`config.mk`:
```
export PLATFORM = sky130hd
export DESIGN_NAME = regfile_nport
export DESIGN_NICKNAME = d
export VERILOG_FILES = /design/src/rtl/regfile_pkg.sv /design/src/rtl/regfile_rd_port.sv /design/src/rtl/regfile_nport.sv
export SDC_FILE = /design/constraint.sdc
export NUM_CORES = 1
export LEC_CHECK = 0
export ABC_CLOCK_PERIOD_IN_PS = 3600
export CORE_AREA = 2 2 269 470
export CTS_BUF_LIST = sky130_fd_sc_hd__clkbuf_2 sky130_fd_sc_hd__clkbuf_4 sky130_fd_sc_hd__clkbuf_8
export DETAILED_ROUTE_END_ITERATION = 7
export DIE_AREA = 0 0 271 472
export GPL_ROUTABILITY_DRIVEN = 0
export PLACE_DENSITY = 0.54
export SYNTH_ARGS = -nofsm -noshare
export SYNTH_HDL_FRONTEND = slang
export SYNTH_SLANG_ARGS = --single-unit
export TNS_END_PERCENT = 1
```
`constraint.sdc`:
```
create_clock -name CLK -period 3.6 [get_ports CLK]
set_input_delay 0.54 -clock CLK [delete_from_list [all_inputs] [get_ports CLK]]
set_output_delay 0.54 -clock CLK [all_outputs]
set_load 0.005 [all_outputs]
```
`src/rtl/regfile_pkg.sv`:
```
// Shared definitions for the N-read / 1-write register file: the clear-sweep
// state encoding and the depth helper used to size the storage array.
package regfile_pkg;

  typedef enum logic {
    ST_IDLE  = 1'b0,
    ST_CLEAR = 1'b1
  } state_e;

  // Number of entries addressed by an address of the given width.
  function automatic int unsigned depthOf(input int unsigned adBit);
    return 32'd1 << adBit;
  endfunction

endpackage

```
`src/rtl/regfile_rd_port.sv`:
```
// One read port of the register file: a priority mux that chooses between the
// forced zero of the clear sweep, the hardwired zero register, the same-cycle
// write bypass and the stored entry.
module regfile_rd_port
  import regfile_pkg::*;
#(
  parameter int AD_BIT   = 5,
  parameter int DATA_BIT = 32,
  parameter int ZERO_REG = 1,
  parameter int BYPASS   = 1
) (
  input  logic                busy_i,
  input  logic [AD_BIT-1:0]   addr_i,
  input  logic                we_i,
  input  logic [AD_BIT-1:0]   wAddr_i,
  input  logic [DATA_BIT-1:0] wData_i,
  input  logic [DATA_BIT-1:0] entry_i,
  output logic [DATA_BIT-1:0] rData_o
);

  logic zeroHit;
  logic bypassHit;

  assign zeroHit   = (ZERO_REG != 0) && (addr_i == '0);
  assign bypassHit = (BYPASS != 0) && we_i && (addr_i == wAddr_i);

  // Busy masks everything, then the zero register, then the in-flight write,
  // and only then the array contents.
  always_comb begin
    rData_o = entry_i;
    if (busy_i) begin
      rData_o = '0;
    end else if (zeroHit) begin
      rData_o = '0;
    end else if (bypassHit) begin
      rData_o = wData_i;
    end
  end

endmodule

```
`src/rtl/regfile_nport.sv`:
```
// Parametrised N-read / 1-write register file for the MIPS datapath. Holds the
// storage array, the single write port, and a reset-triggered sweep that
// zeroes one entry per cycle while busy is raised. Read ports are
// combinational and built from regfile_rd_port.
module regfile_nport
  import regfile_pkg::*;
#(
  parameter int AD_BIT   = 5,
  parameter int DATA_BIT = 32,
  parameter int NUM_RD   = 2,
  parameter int ZERO_REG = 1,
  parameter int BYPASS   = 1
) (
  input  logic                       CLK,
  input  logic                       RST,
  input  logic                       WE,
  input  logic [AD_BIT-1:0]          w_AD,
  input  logic [DATA_BIT-1:0]        w_D,
  input  logic [NUM_RD*AD_BIT-1:0]   r_AD,
  output logic [NUM_RD*DATA_BIT-1:0] r_D,
  output logic                       busy
);

  localparam int              DEPTH    = int'(depthOf(AD_BIT));
  localparam logic [AD_BIT:0] CLR_LAST = (AD_BIT+1)'(DEPTH - 1);
  localparam logic [AD_BIT:0] CLR_ONE  = (AD_BIT+1)'(1);

  state_e              state_q;
  state_e              state_d;
  logic [AD_BIT:0]     clrPtr_q;
  logic [AD_BIT:0]     clrPtr_d;
  logic                busy_q;
  logic                busy_d;

  logic [DATA_BIT-1:0] mem_q [DEPTH];

  logic                memWe;
  logic [AD_BIT-1:0]   memAddr;
  logic [DATA_BIT-1:0] memData;
  logic                wrZeroBlocked;

  // Sweep progression: advance the clear pointer each cycle and drop back to
  // IDLE once the last entry has been zeroed. The pointer is one bit wider
  // than an address and stops advancing in IDLE, so it never wraps into a
  // second pass.
  always_comb begin
    state_d  = state_q;
    clrPtr_d = clrPtr_q;
    busy_d   = busy_q;
    if (state_q == ST_CLEAR) begin
      clrPtr_d = clrPtr_q + CLR_ONE;
      if (clrPtr_q == CLR_LAST) begin
        state_d = ST_IDLE;
        busy_d  = 1'b0;
      end
    end
  end

  // Clear FSM state, pointer and registered busy flag. Reset restarts the
  // sweep from entry 0 and holds it there for as long as RST stays high.
  always_ff @(posedge CLK) begin
    if (RST) begin
      state_q  <= ST_CLEAR;
      clrPtr_q <= '0;
      busy_q   <= 1'b1;
    end else begin
      state_q  <= state_d;
      clrPtr_q <= clrPtr_d;
      busy_q   <= busy_d;
    end
  end

  assign wrZeroBlocked = (ZERO_REG != 0) && (w_AD == '0);

  // Single write-port arbitration: the sweep owns the array while clearing
  // (user writes are dropped, not queued); in IDLE the user write goes
  // through unless it targets the hardwired zero entry. Nothing is written
  // on a reset edge.
  always_comb begin
    memWe   = 1'b0;
    memAddr = w_AD;
    memData = w_D;
    if (!RST) begin
      if (state_q == ST_CLEAR) begin
        memWe   = 1'b1;
        memAddr = clrPtr_q[AD_BIT-1:0];
        memData = '0;
      end else if (state_q == ST_IDLE) begin
        memWe = WE && !wrZeroBlocked;
      end
    end
  end

  // Storage array; contents are undefined until the first sweep completes.
  always_ff @(posedge CLK) begin
    if (memWe) begin
      mem_q[memAddr] <= memData;
    end
  end

  assign busy = busy_q;

  for (genvar k = 0; k < NUM_RD; k++) begin : g_rd
    logic [AD_BIT-1:0] rAddr;

    assign rAddr = r_AD[k*AD_BIT +: AD_BIT];

    regfile_rd_port #(
      .AD_BIT   (AD_BIT),
      .DATA_BIT (DATA_BIT),
      .ZERO_REG (ZERO_REG),
      .BYPASS   (BYPASS)
    ) u_port (
      .busy_i   (busy_q),
      .addr_i   (rAddr),
      .we_i     (WE),
      .wAddr_i  (w_AD),
      .wData_i  (w_D),
      .entry_i  (mem_q[rAddr]),
      .rData_o  (r_D[k*DATA_BIT +: DATA_BIT])
    );
  end

endmodule

```
== After elaboration in Yosys (flattened, before gate mapping) ==
Memories as Yosys holds them, arrays and structs flattened.
Index checks and enable logic that the tools add are counted.
Storage, ports and cells
  RAM bits: 1024
  register bits after elaboration: 8
  output and inout bits: 65
  memories kept: 1
  input bits: 50
  word-level logic and storage cells: 32
Memories
  mem_q: depth 32, width 32, rd ports 2, clocked after memory_dff 0, write ports 1, RTL line regfile_nport.sv:35  | logic [DATA_BIT-1:0] mem_q [DEPTH];
Operators by class
  add/subtract/negate cells: 1
  equality and inequality tests: 3
  reductions and logical operators: 8
  muxes and demuxes: 16
Operator list (count)
  2-to-1 mux 32 bit: 8
  zero test 5 bit: 3
  equality test 5 bit: 2
  2-to-1 mux 5 bit: 2
  adder 6 x 1 -> 6 bit (second input constant): 1
  equality test 6 x 5 -> 1 bit (second input constant): 1
  2-to-1 mux 1 bit: 6
  logical AND 1 bit: 3
  AND reduction 2 bit: 1
  zero test 1 bit: 1

== Longest topological paths before layout ==
  word-level depth: 7
  mapped depth: 10
  gate-level depth less buffers: 5

== Modules after synthesis ==
Synthesis repeated with hierarchy kept, for this count alone.
Second synthesis, totals
  cell total of the unflattened synthesis: 3725
  area total of the unflattened synthesis: 50733.7 um2
By module, submodules not included
  regfile_nport: times used 1, area an instance 49442.4 um2, cells each 3479, sequential area each 30909.6 um2
  regfile_rd_port: times used 2, area an instance 645.6 um2, cells each 123, sequential area each 0.0 um2

== Least setup slack after synthesis ==
No wires, ideal clock.
  path kind: input to register
  start point: input port w_AD[3]
  end point: memory mem_q[0][0] (enable)
  required time: 3.179 ns
  setup time: 0.421 ns
  data arrival time: 3.161 ns
  cell stages on the path: 6
  path buffers: 1
  setup slack: 0.018 ns
  cell sequence: clkbuf_1 nor4_1 or4b_2 a21oi_1 nand2_1 nor2_1
On the way
  cells in the longest elaborated chain, start to end: 7
  elaborated cells between the ends (all ways): 9
  those cells by class: 6 x mux; 3 x reduce/logical
Ends and longest elaborated chain
  start, declared: RTL line regfile_nport.sv:17  | input logic [AD_BIT-1:0] w_AD,
  zero test 5 bit: RTL line regfile_nport.sv:73  | assign wrZeroBlocked = (ZERO_REG != 0) && (w_AD == '0);
  zero test 1 bit: RTL line regfile_nport.sv:89  | memWe = WE && !wrZeroBlocked;
  logical AND 1 bit: RTL line regfile_nport.sv:89
  2-to-1 mux 1 bit: RTL line regfile_nport.sv:84  | if (state_q == ST_CLEAR) begin
  2-to-1 mux 1 bit: RTL line regfile_nport.sv:83  | if (!RST) begin
  2-to-1 mux 1 bit: RTL line regfile_nport.sv:96  | if (memWe) begin
  2-to-1 mux 1 bit (not written as such): RTL line regfile_nport.sv:97  | mem_q[memAddr] <= memData;
  end, declared: RTL line regfile_nport.sv:35
Several ways; a longest one is shown, not always the timed one.

==> reports/metrics.cfg <==
[routing]
wirelength_um=173000
wl_met3_um=12100
via_per_inst=6.30
ant_nets=0
drtIter0Drc=2736
topRoutingLayerUsed=met5
firstDrtPassIters=6
met1_length_um=61200
wl_per_cell_um=34.8
wl_met2_um=89200
via_count=31400
drcViolationCount=0

[sta]
post-route-period-util=1.01
rsz0062_at_grt=true
hold_viol=0
max_slew.worst_pin.slew_ns=1.08
timing.final.ws_setup_ns=-0.0463
relSlewSlack=0.282
finClkSkew_ns=0.0356
period_minus_slack_ns=3.65
setup_viol=4
fin_tns_setup_ns=-0.115
fmax_mhz=274
fin_worst_hold_slack_ns=0.435
slew_viol_final=0

[floorplanning]
fp.dieW_um=271
coreArea_sq_mm=0.124
ios=115
std_cell_rows=171
start_util=0.397
chipHeight_um=472
dieArea_sq_mm=0.128

[hold_path]
min_from=RST
worstHoldPathType=in2reg

[worst_setup_path]
endpoint_kind=output port
crit_type=reg2out
crit_slowest_cell=mux4_2
cp-start-kind=register
crit_buf_inv=2
slowest_delay_ns=0.47
crit_path_start=mem_q[15][12]
critPathTopFamily=multiplexers
cp_max_fo=2
r2r_setup_slack_ns=0.93
required_ns=3.06
regToRegStartpoint=state_q
worstPathCellList=mux4_2, mux2_2, o221ai_2, buf_6, o2111ai_1, o211a_1, clkdlybuf4s50_1
crit_arrival_ns=3.11

[finish]
stdcell_area_sq_mm=0.0593
drive_gt1_frac=0.331
nets=3286
post-route-util=0.479
syn2layout_area_growth_pct=20.5

[clock_tree]
ctsHtreeMaxLevel=4
clock-root-buffer=clkbuf_8
insertion_delay_ns=0.86
numCtsBuffers=153
cts_sinks=1032
cts_buffer_depth=3
hold_buffers=0
cts_tree=done
path_clk_slew_ns=0.06

[yosys]
async_reset_ff_frac=0
ys_seq_area_frac=0.628
synth_enable_flop_cells=1024
synth_area_sq_mm=0.0492
avgSynthCellArea_sq_um=17.4
syn_nets=2878
yosys_warnings=0
synth_cell_types=55
syn_inst=2827
synth_seq_cells=1032
synth_flop_cell=edfxtp_1

[global_routing]
grt.total_usage=0.269
grt_overflow=0
grt_pass1_wl_um=243000
antenna_found_initial=5
grt_pass1_vias=33300
grt_max_degree=45

[run]
maxCapViolations=0

[power_and_ir_drop]
irDropWorstVdd_uv=382
switching_power_mw=6.23
clockPowerShare=0.372
internal-power_mw=19.5
p_seq_frac=0.520
cellPowerDensity_mw_per_mm2=434
power_switching_share=0.242
p_leak_nw=20.4
p_comb_frac=0.108

[placement]
place_area_sq_mm=0.0556
portBuffers=114
post-dp-hpwl_um=116000

[run_status]
failed_checks=setup timing
status=finished, violations left

worst reg2reg max path, delay by kind of cell (launching register included):
kind / cells / cell delay, ns
multiplexers: 1 / 0.42
AND/OR/NAND/NOR: 3 / 1.15
buffers and inverters: 1 / 0.25
flip-flops: 1 / 0.53
path summary, 6_finish.rpt:
kind             endpoint  depth (start not counted)
max               r_D[44]                          7
min           clrPtr_q[1]                          3
max reg2reg  mem_q[1][17]                          5
min reg2reg   clrPtr_q[5]                          2
synthesized netlist by cell type (10+ instances only):
| cell type | number | area (sq um) |
|---|---|---|
| a211o_1 | 11 | 96.3 |
| a21oi_1 | 30 | 150 |
| a22o_1 | 18 | 158 |
| a22oi_1 | 71 | 533 |
| a31oi_1 | 38 | 238 |
| and2_1 | 42 | 263 |
| buf_1 | 17 | 63.8 |
| buf_2 | 36 | 180 |
| buf_4 | 48 | 360 |
| buf_6 | 23 | 259 |
| clkbuf_1 | 115 | 432 |
| edfxtp_1 | 1024 | 30700 |
| mux2_2 | 44 | 495 |
| mux2i_1 | 436 | 4360 |
| mux4_2 | 320 | 7210 |
| nand2_1 | 50 | 188 |
| nand2b_1 | 10 | 62.6 |
| nand3_1 | 26 | 130 |
| nor2_1 | 48 | 180 |
| nor2b_1 | 20 | 125 |
| o2111ai_1 | 20 | 175 |
| o211a_1 | 24 | 240 |
| o21ai_0 | 91 | 455 |
| o21ai_1 | 10 | 50.1 |
| o221ai_1 | 69 | 604 |
| o22ai_1 | 82 | 513 |
| o2bb2ai_1 | 18 | 158 |
| xor2_1 | 11 | 96.3 |
power groups by stage:
stage	clock (mW)	combinational, mW	sequential, mW
final	9.56	2.79	13.4
after global placement	0	2.62	13.6
after detailed placement	0	2.65	13.6
after CTS	9.75	2.73	13.4
after global routing	10.2	2.90	13.4
after floorplan	0	1.45	13.6
cells by family (layout without fill, tap and decap cells):
family	after synthesis	after routing	synth area share
other cells	0	5	0
fa+ha+maj	1	1	0.000254
simple gates	226	227	0.0235
compound gates	513	513	0.0742
xor+xnor	13	13	0.00231
buf+inv	242	754	0.0266
mux	800	800	0.245
flops	1032	1032	0.628
repair_timing:
item,CTS,global route
resized for setup,98,50
endpoints found under the setup margin,57,41
endpoints found under the hold margin,0,0
gates cloned,1,0
pin swaps,19,16
buffers inserted,3,0
per-layer routing:
layer | global-route usage | vias up
met2 | 0.472 | 1612
met5 | 0 | -
met1 | 0.307 | 16500
li1 | - | 12800
met4 | 0.152 | 2
met3 | 0.0518 | 497
through the flow:
step	setup slack (ns)	power, mW	instances
floorplan	0.0180	15.1	2827
global placement	-0.262	16.2	4719
detailed placement	-0.278	16.3	4719
CTS	-0.183	25.9	4983
global route	-0.150	26.4	4985
finish	-0.0463	25.7	4988
sequential cells by signal, summed over array words and instances, names as in the netlist:
| register | flops |
|---|---|
| busy | 1 |
| clrPtr_q | 6 |
| mem_q | 1024 |
| state_q | 1 |
layout make-up:
| class | instances | area, sq um |
|---|---|---|
| Antenna cell | 5 | 12.5 |
| Clock buffer | 201 | 2530 |
| Clock inverter | 59 | 432 |
| Fill cell | 10400 | 64600 |
| Inverter | 2 | 7.51 |
| Multi-Input combinational cell | 1554 | 18000 |
| Sequential cell | 1032 | 30900 |
| Tap cell | 1643 | 2060 |
| Timing Repair Buffer | 492 | 5380 |
placed cells by master, fill, tap and decap left out, types with 17 or more instances in the layout:
cell,count
buf_4,264
mux2i_1,436
clkinv_2,17
and2_1,41
edfxtp_1,1024
o221ai_2,19
o221ai_1,37
a22oi_1,71
o2bb2ai_1,18
o211a_1,24
mux4_2,320
a21oi_1,30
nor2b_1,18
clkbuf_8,164
mux2_2,34
o22ai_1,82
nand2_1,49
buf_12,104
nor2_4,39
o21ai_0,86
a22o_1,17
nand3_1,23
a31oi_1,33
clkinv_1,29
clkdlybuf4s50_1,76
clkbuf_4,37
No activity file was read; power rests on OpenSTA's default activity.
==> RTL edit 1 (same flow settings) <==
The parameter `NUM_RD` goes from 2 to 1.
--- a/src/rtl/regfile_nport.sv
+++ b/src/rtl/regfile_nport.sv
@@ -7,7 +7,7 @@
 #(
   parameter int AD_BIT   = 5,
   parameter int DATA_BIT = 32,
-  parameter int NUM_RD   = 2,
+  parameter int NUM_RD   = 1,
   parameter int ZERO_REG = 1,
   parameter int BYPASS   = 1
 ) (
Ports: changed (resized r_AD and r_D); port bits go from 115 to 78. The function was not compared with the original's and may differ.
==> RTL edit 1 against the original RTL <==
Routed wire length shrank 38%. Synthesized area down 17%. Register-to-register slack about the same. Largest cell class unchanged. Total power is 6.6% lower. Setup slack better by 0.10 ns. Sequential cell count is the same. Clock skew is essentially flat. Global-route usage down 10 points. Sequential share of layout area up 12 points. Highest routed layer is now met4. Cell area decreased by 19%.
==> RTL edit 1: results (changes against the original RTL) <==
<table>
<tr><th>Metric</th><th>Value</th></tr>
<tr><th colspan="2">GRT</th></tr>
<tr><td>Global-route met1 utilization</td><td>19.71% (was 30.72%)</td></tr>
<tr><td>Vias in the first global route</td><td>22250 (was 33270)</td></tr>
<tr><td>GRT Overall Usage</td><td>16.79% (was 26.94%)</td></tr>
<tr><td>Pin count of the biggest net entering global routing</td><td>42 (was 45)</td></tr>
<tr><th colspan="2">Final layout</th></tr>
<tr><td>Filler Cell Count</td><td>11200 (was 10350)</td></tr>
<tr><td>Non-filler cells in the finished layout</td><td>4049 (was 4988)</td></tr>
<tr><td>Number of nets in the layout</td><td>2345 (was 3286)</td></tr>
<tr><th colspan="2">Placement</th></tr>
<tr><td>DP Wirelength</td><td>64830 µm (was 115900 µm)</td></tr>
<tr><td>Dpl cell area</td><td>45020 µm² (was 55570 µm²)</td></tr>
<tr><td># placed instances</td><td>3785 (was 4719)</td></tr>
<tr><th colspan="2">Route</th></tr>
<tr><td>Top layer in use</td><td>met4 (was met5)</td></tr>
<tr><td>Average wire length per cell after detail routing</td><td>26.34 µm (was 34.77 µm)</td></tr>
<tr><td>Count of vias placed by the detailed router</td><td>20760 (was 31440)</td></tr>
<tr><td>Met1 wire length</td><td>41800 µm (was 61200 µm)</td></tr>
<tr><th colspan="2">Run status</th></tr>
<tr><td>Status</td><td>finished, final reports clean (was finished with violations)</td></tr>
<tr><th colspan="2">Critical path</th></tr>
<tr><td>Crit-path max FO</td><td>29 (was 2)</td></tr>
<tr><th colspan="2">Yosys</th></tr>
<tr><td>Synth Net Count</td><td>2037 (was 2878)</td></tr>
<tr><th colspan="2">CTS</th></tr>
<tr><td>Clock buffers created by TritonCTS</td><td>155 (was 153)</td></tr>
<tr><th colspan="2">Pwr</th></tr>
<tr><td>Lkg Pwr</td><td>15.76 nW (was 20.38 nW)</td></tr>
<tr><th colspan="2">STA</th></tr>
<tr><td>Worst clock skew</td><td>0.03516 ns (was 0.03564 ns)</td></tr>
</table>
## RTL edit 1: changes by cell type in the layout (fill, tap and decap cells not counted), sizes merged, moves of 18 or more
cell,before,now
o22ai,82,8
a21oi,30,9
o221ai,69,48
nand2,50,17
mux4,320,160
o21ai,101,31
mux2i,436,208
buf,391,207
mux2,44,25
o2bb2ai,18,0
o211a,24,5
## RTL edit 1: critical path, cell delays in order
cell	delay [ns]
sky130_fd_sc_hd__clkdlybuf4s50_1	0.58
sky130_fd_sc_hd__xor2_1	0.22
sky130_fd_sc_hd__nor4_2	0.06
sky130_fd_sc_hd__buf_4	0.13
sky130_fd_sc_hd__nand3_2	0.09
sky130_fd_sc_hd__buf_12	0.23
sky130_fd_sc_hd__buf_12	0.20
sky130_fd_sc_hd__o21ai_0	0.11
sky130_fd_sc_hd__a31oi_2	0.25
sky130_fd_sc_hd__clkdlybuf4s50_1	0.56
## RTL edit 1: cell type report
cell class	instances	area share (%)
clock inverters	59	0.7474
diodes	1	0.005190
inverters	1	0.007785
repair buffers	278	6.013
clock buffers	204	5.240
flip-flops and latches	1032	64.11
multi-input cells	831	19.61
well taps	1643	4.264
## RTL edit 1: stage by stage
stage | hold WS, ns | setup WS [ns] | power (W)
after floorplan | 0.4585 | 0.3796 | 0.01444
after global placement | 0.4671 | -0.1777 | 0.01505
after detailed placement | 0.4968 | -0.1254 | 0.01508
after CTS | 0.3960 | -0.07563 | 0.02427
after global routing | 0.4404 | -0.04238 | 0.02485
final | 0.4776 | 0.05561 | 0.02403
## RTL edit 1: repair_timing
item | 4_1_cts | 5_1_grt
pin swaps | 7 | 5
hold buffers | 0 | 0
resized for setup | 30 | 23
endpoints found under the setup margin | 32 | 27
hold endpoints to repair | 0 | 0
## RTL edit 1: logic make-up after synthesis
| group | after synthesis | share of synthesized area [%] |
|---|---|---|
| fa+ha+maj | 1 | 0.03078 |
| mux | 393 | 14.76 |
| flops | 1032 | 76.06 |
| xor+xnor | 9 | 0.1940 |
| buf+inv | 128 | 2.078 |
| compound gates | 263 | 4.723 |
| simple gates | 165 | 2.158 |
## RTL edit 1: power by group through the flow
stage	clock, W	combinational, W	sequential [W]
CTS	0.00941	0.00150	0.0134
finish	0.00917	0.00150	0.0134
detailed placement	0	0.00147	0.0136
global route	0.00990	0.00159	0.0134
floorplan	0	0.000833	0.0136
global placement	0	0.00144	0.0136
## RTL edit 1: path summary, 6_finish.rpt
kind | start | endpoint | slack [ns] | cells after the start
setup / recovery | w_AD[4] | r_D[20] | 0.06 | 10
hold / removal | RST | clrPtr_q[3] | 0.48 | 3
setup reg to reg | state_q | mem_q[13][25] | 0.93 | 5
hold reg to reg | clrPtr_q[5] | clrPtr_q[5] | 0.51 | 2
==> RTL edit 2 (config.mk and constraints unchanged) <==
Without the edit above. Add an input register stage for `w_D`; this delays it by one clock. The other inputs are not delayed to match.
--- a/src/rtl/regfile_nport.sv
+++ b/src/rtl/regfile_nport.sv
@@ -24,6 +24,12 @@
   localparam int              DEPTH    = int'(depthOf(AD_BIT));
   localparam logic [AD_BIT:0] CLR_LAST = (AD_BIT+1)'(DEPTH - 1);
   localparam logic [AD_BIT:0] CLR_ONE  = (AD_BIT+1)'(1);
+
+  logic [DATA_BIT-1:0] w_D_q;
+
+  always_ff @(posedge CLK) begin
+    w_D_q <= w_D;
+  end
 
   state_e              state_q;
   state_e              state_d;
@@ -79,7 +85,7 @@
   always_comb begin
     memWe   = 1'b0;
     memAddr = w_AD;
-    memData = w_D;
+    memData = w_D_q;
     if (!RST) begin
       if (state_q == ST_CLEAR) begin
         memWe   = 1'b1;
@@ -115,7 +121,7 @@
       .addr_i   (rAddr),
       .we_i     (WE),
       .wAddr_i  (w_AD),
-      .wData_i  (w_D),
+      .wData_i  (w_D_q),
       .entry_i  (mem_q[rAddr]),
       .rData_o  (r_D[k*DATA_BIT +: DATA_BIT])
     );
Behaviour: no difference found for any inputs over 4 cycles, from zero or initial values and one cycle with RST high; that may be too few to reach the edited logic, so the function may still have changed.
==> RTL edit 2 against the original RTL <==
The run still ends with setup timing left. Hold slack worse by 0.32 ns. Routed wire length increased by 5.7%. Cell area increased by 1.5%. Setup slack worse by 0.00086 ns. Synthesized area up 1.3%. Total power increased by 4.1%. Synthesized cell count grew 1.1%. Sequential cell count up 32. Largest cell class unchanged.
==> RTL edit 2: results (changes against the original RTL) <==
<table>
<tr><th>Metric</th><th>Value</th></tr>
<tr><th colspan="2">Run status</th></tr>
<tr><td>Status</td><td>finished with violations (unchanged)</td></tr>
<tr><td>Violated checks</td><td>setup timing (unchanged)</td></tr>
<tr><th colspan="2">STA</th></tr>
<tr><td>Final setup violating endpoints</td><td>5 (was 4)</td></tr>
<tr><td>Headroom to the max-slew limit</td><td>30.15% (was 28.16%)</td></tr>
<tr><td>Worst setup slack after layout</td><td>-0.04716 ns (was -0.04630 ns)</td></tr>
<tr><td>Setup_tns</td><td>-0.09654 ns (was -0.1147 ns)</td></tr>
<tr><th colspan="2">GRT</th></tr>
<tr><td>Number of antenna violations at the first check in global routing</td><td>11 (was 5)</td></tr>
<tr><td>Pin count of the biggest net entering global routing</td><td>65 (was 45)</td></tr>
<tr><td>Vias in the first global route</td><td>33820 (was 33270)</td></tr>
<tr><th colspan="2">Placement</th></tr>
<tr><td>DP Wirelength</td><td>116600 µm (was 115900 µm)</td></tr>
<tr><td># placed instances</td><td>4766 (was 4719)</td></tr>
<tr><th colspan="2">Route</th></tr>
<tr><td>Met3 Wirelength</td><td>13360 µm (was 12140 µm)</td></tr>
<tr><td>Average wire length per cell after detail routing</td><td>36.18 µm (was 34.77 µm)</td></tr>
<tr><td>Met2 routed WL</td><td>93070 µm (was 89180 µm)</td></tr>
<tr><td>Post-detailed-route via-to-cell ratio</td><td>6.332 (was 6.304)</td></tr>
<tr><td>Post-Route WL</td><td>183300 µm (was 173400 µm)</td></tr>
<tr><td>Met1 wire length</td><td>65240 µm (was 61200 µm)</td></tr>
<tr><th colspan="2">CTS</th></tr>
<tr><td>Clock buffers created by TritonCTS</td><td>162 (was 153)</td></tr>
<tr><th colspan="2">Final layout</th></tr>
<tr><td>Proportion of layout cells with a drive suffix above 1</td><td>32.90% (was 33.14%)</td></tr>
<tr><td>Number of nets in the layout</td><td>3338 (was 3286)</td></tr>
<tr><th colspan="2">Yosys</th></tr>
<tr><td>Yosys cell types</td><td>53 (was 55)</td></tr>
<tr><td>Synth Net Count</td><td>2910 (was 2878)</td></tr>
<tr><td>Most area-consuming cells after synthesis</td><td>sky130_fd_sc_hd__edfxtp_1 62%, sky130_fd_sc_hd__mux4_2 14%, sky130_fd_sc_hd__mux2i_1 8.8%, sky130_fd_sc_hd__dfxtp_1 1.6%, sky130_fd_sc_hd__o221ai_1 1.2% (was sky130_fd_sc_hd__edfxtp_1 62%, sky130_fd_sc_hd__mux4_2 15%, sky130_fd_sc_hd__mux2i_1 8.9%, sky130_fd_sc_hd__o221ai_1 1.2%, sky130_fd_sc_hd__a22oi_1 1.1%)</td></tr>
<tr><td>Average cell area after synthesis</td><td>17.44 µm² (was 17.41 µm²)</td></tr>
<tr><th colspan="2">Pwr</th></tr>
<tr><td>Switching power total</td><td>0.006644 W (was 0.006229 W)</td></tr>
<tr><td>Lkg Pwr</td><td>20.87 nW (was 20.38 nW)</td></tr>
</table>
## RTL edit 2: path summary, 6_finish.rpt
path / startpoint / to / slack, ns / depth (start not counted)
worst max register to register: state_q / mem_q[1][20] / 0.96 / 5
worst max-delay path: mem_q[10][10] / r_D[10] / -0.05 / 7
worst min-delay path: w_D[6] / w_D_q[6] / 0.12 / 1
worst min register to register: clrPtr_q[0] / clrPtr_q[0] / 0.53 / 2
## RTL edit 2: what timing repair did
| item | CTS | global route |
|---|---|---|
| resized for setup | 74 | 31 |
| setup endpoints to repair | 57 | 31 |
| pin swaps | 10 | 8 |
| hold endpoints to repair | 0 | 0 |
| setup buffers | 0 | 0 |
## RTL edit 2: routing by layer
metal  up-vias  GRT usage (%)
li1      12940              -
met1     16890          32.97
met2      1687          49.60
met3       556          5.395
met4         8          16.53
met5         -              0
## RTL edit 2: final cells by class
cell class	count	area, µm²
fill	10290	63700
sequential	1064	31550
multi-input combinational	1553	17750
timing repair buffer	504	5584
clock buffer	208	2606
tap	1643	2056
clock inverter	85	608.1
antenna	7	17.52
inverter	2	7.507
## RTL edit 2: per-stage QoR
step	hold WS (ns)	worst slack, ns	power, W	cell area, µm²
floorplan	0.4678	0.01818	0.01546	49860
global placement	0.4989	-0.1598	0.01668	56540
detailed placement	0.5086	-0.2186	0.01672	56540
CTS	0.03181	-0.1499	0.02690	60020
global route	0.06636	-0.1586	0.02751	60170
finish	0.1169	-0.04716	0.02677	60180
## RTL edit 2: power groups by stage
stage	clock network (W)	registers [W]	logic (W)
floorplan	0	0.0140	0.00145
global placement	0	0.0140	0.00265
detailed placement	0	0.0140	0.00268
CTS	0.0104	0.0138	0.00274
global route	0.0109	0.0138	0.00287
finish	0.0102	0.0138	0.00277
## RTL edit 2: cells by family (layout without fill, tap and decap cells)
| logic type | Yosys count | after routing | share of synthesized area (%) |
|---|---|---|---|
| muxes | 800 | 800 | 24.20 |
| other | 0 | 7 | 0 |
| adders and majority gates | 1 | 1 | 0.02509 |
| AOI/OAI and AO/OA | 513 | 513 | 7.317 |
| DFF | 1064 | 1064 | 63.28 |
| buffers and inverters | 242 | 799 | 2.617 |
| and+or+nand+nor | 226 | 226 | 2.334 |
| xor gates and xnor gates | 13 | 13 | 0.2284 |
## RTL edit 2: worst max-delay path, cell delays in order (launching register included)
cell	delay (ns)
sky130_fd_sc_hd__edfxtp_1	0.40
sky130_fd_sc_hd__mux4_2	0.47
sky130_fd_sc_hd__o2bb2ai_1	0.13
sky130_fd_sc_hd__o31ai_1	0.24
sky130_fd_sc_hd__a21oi_1	0.09
sky130_fd_sc_hd__buf_4	0.17
sky130_fd_sc_hd__o221a_2	0.27
sky130_fd_sc_hd__clkdlybuf4s50_1	0.45
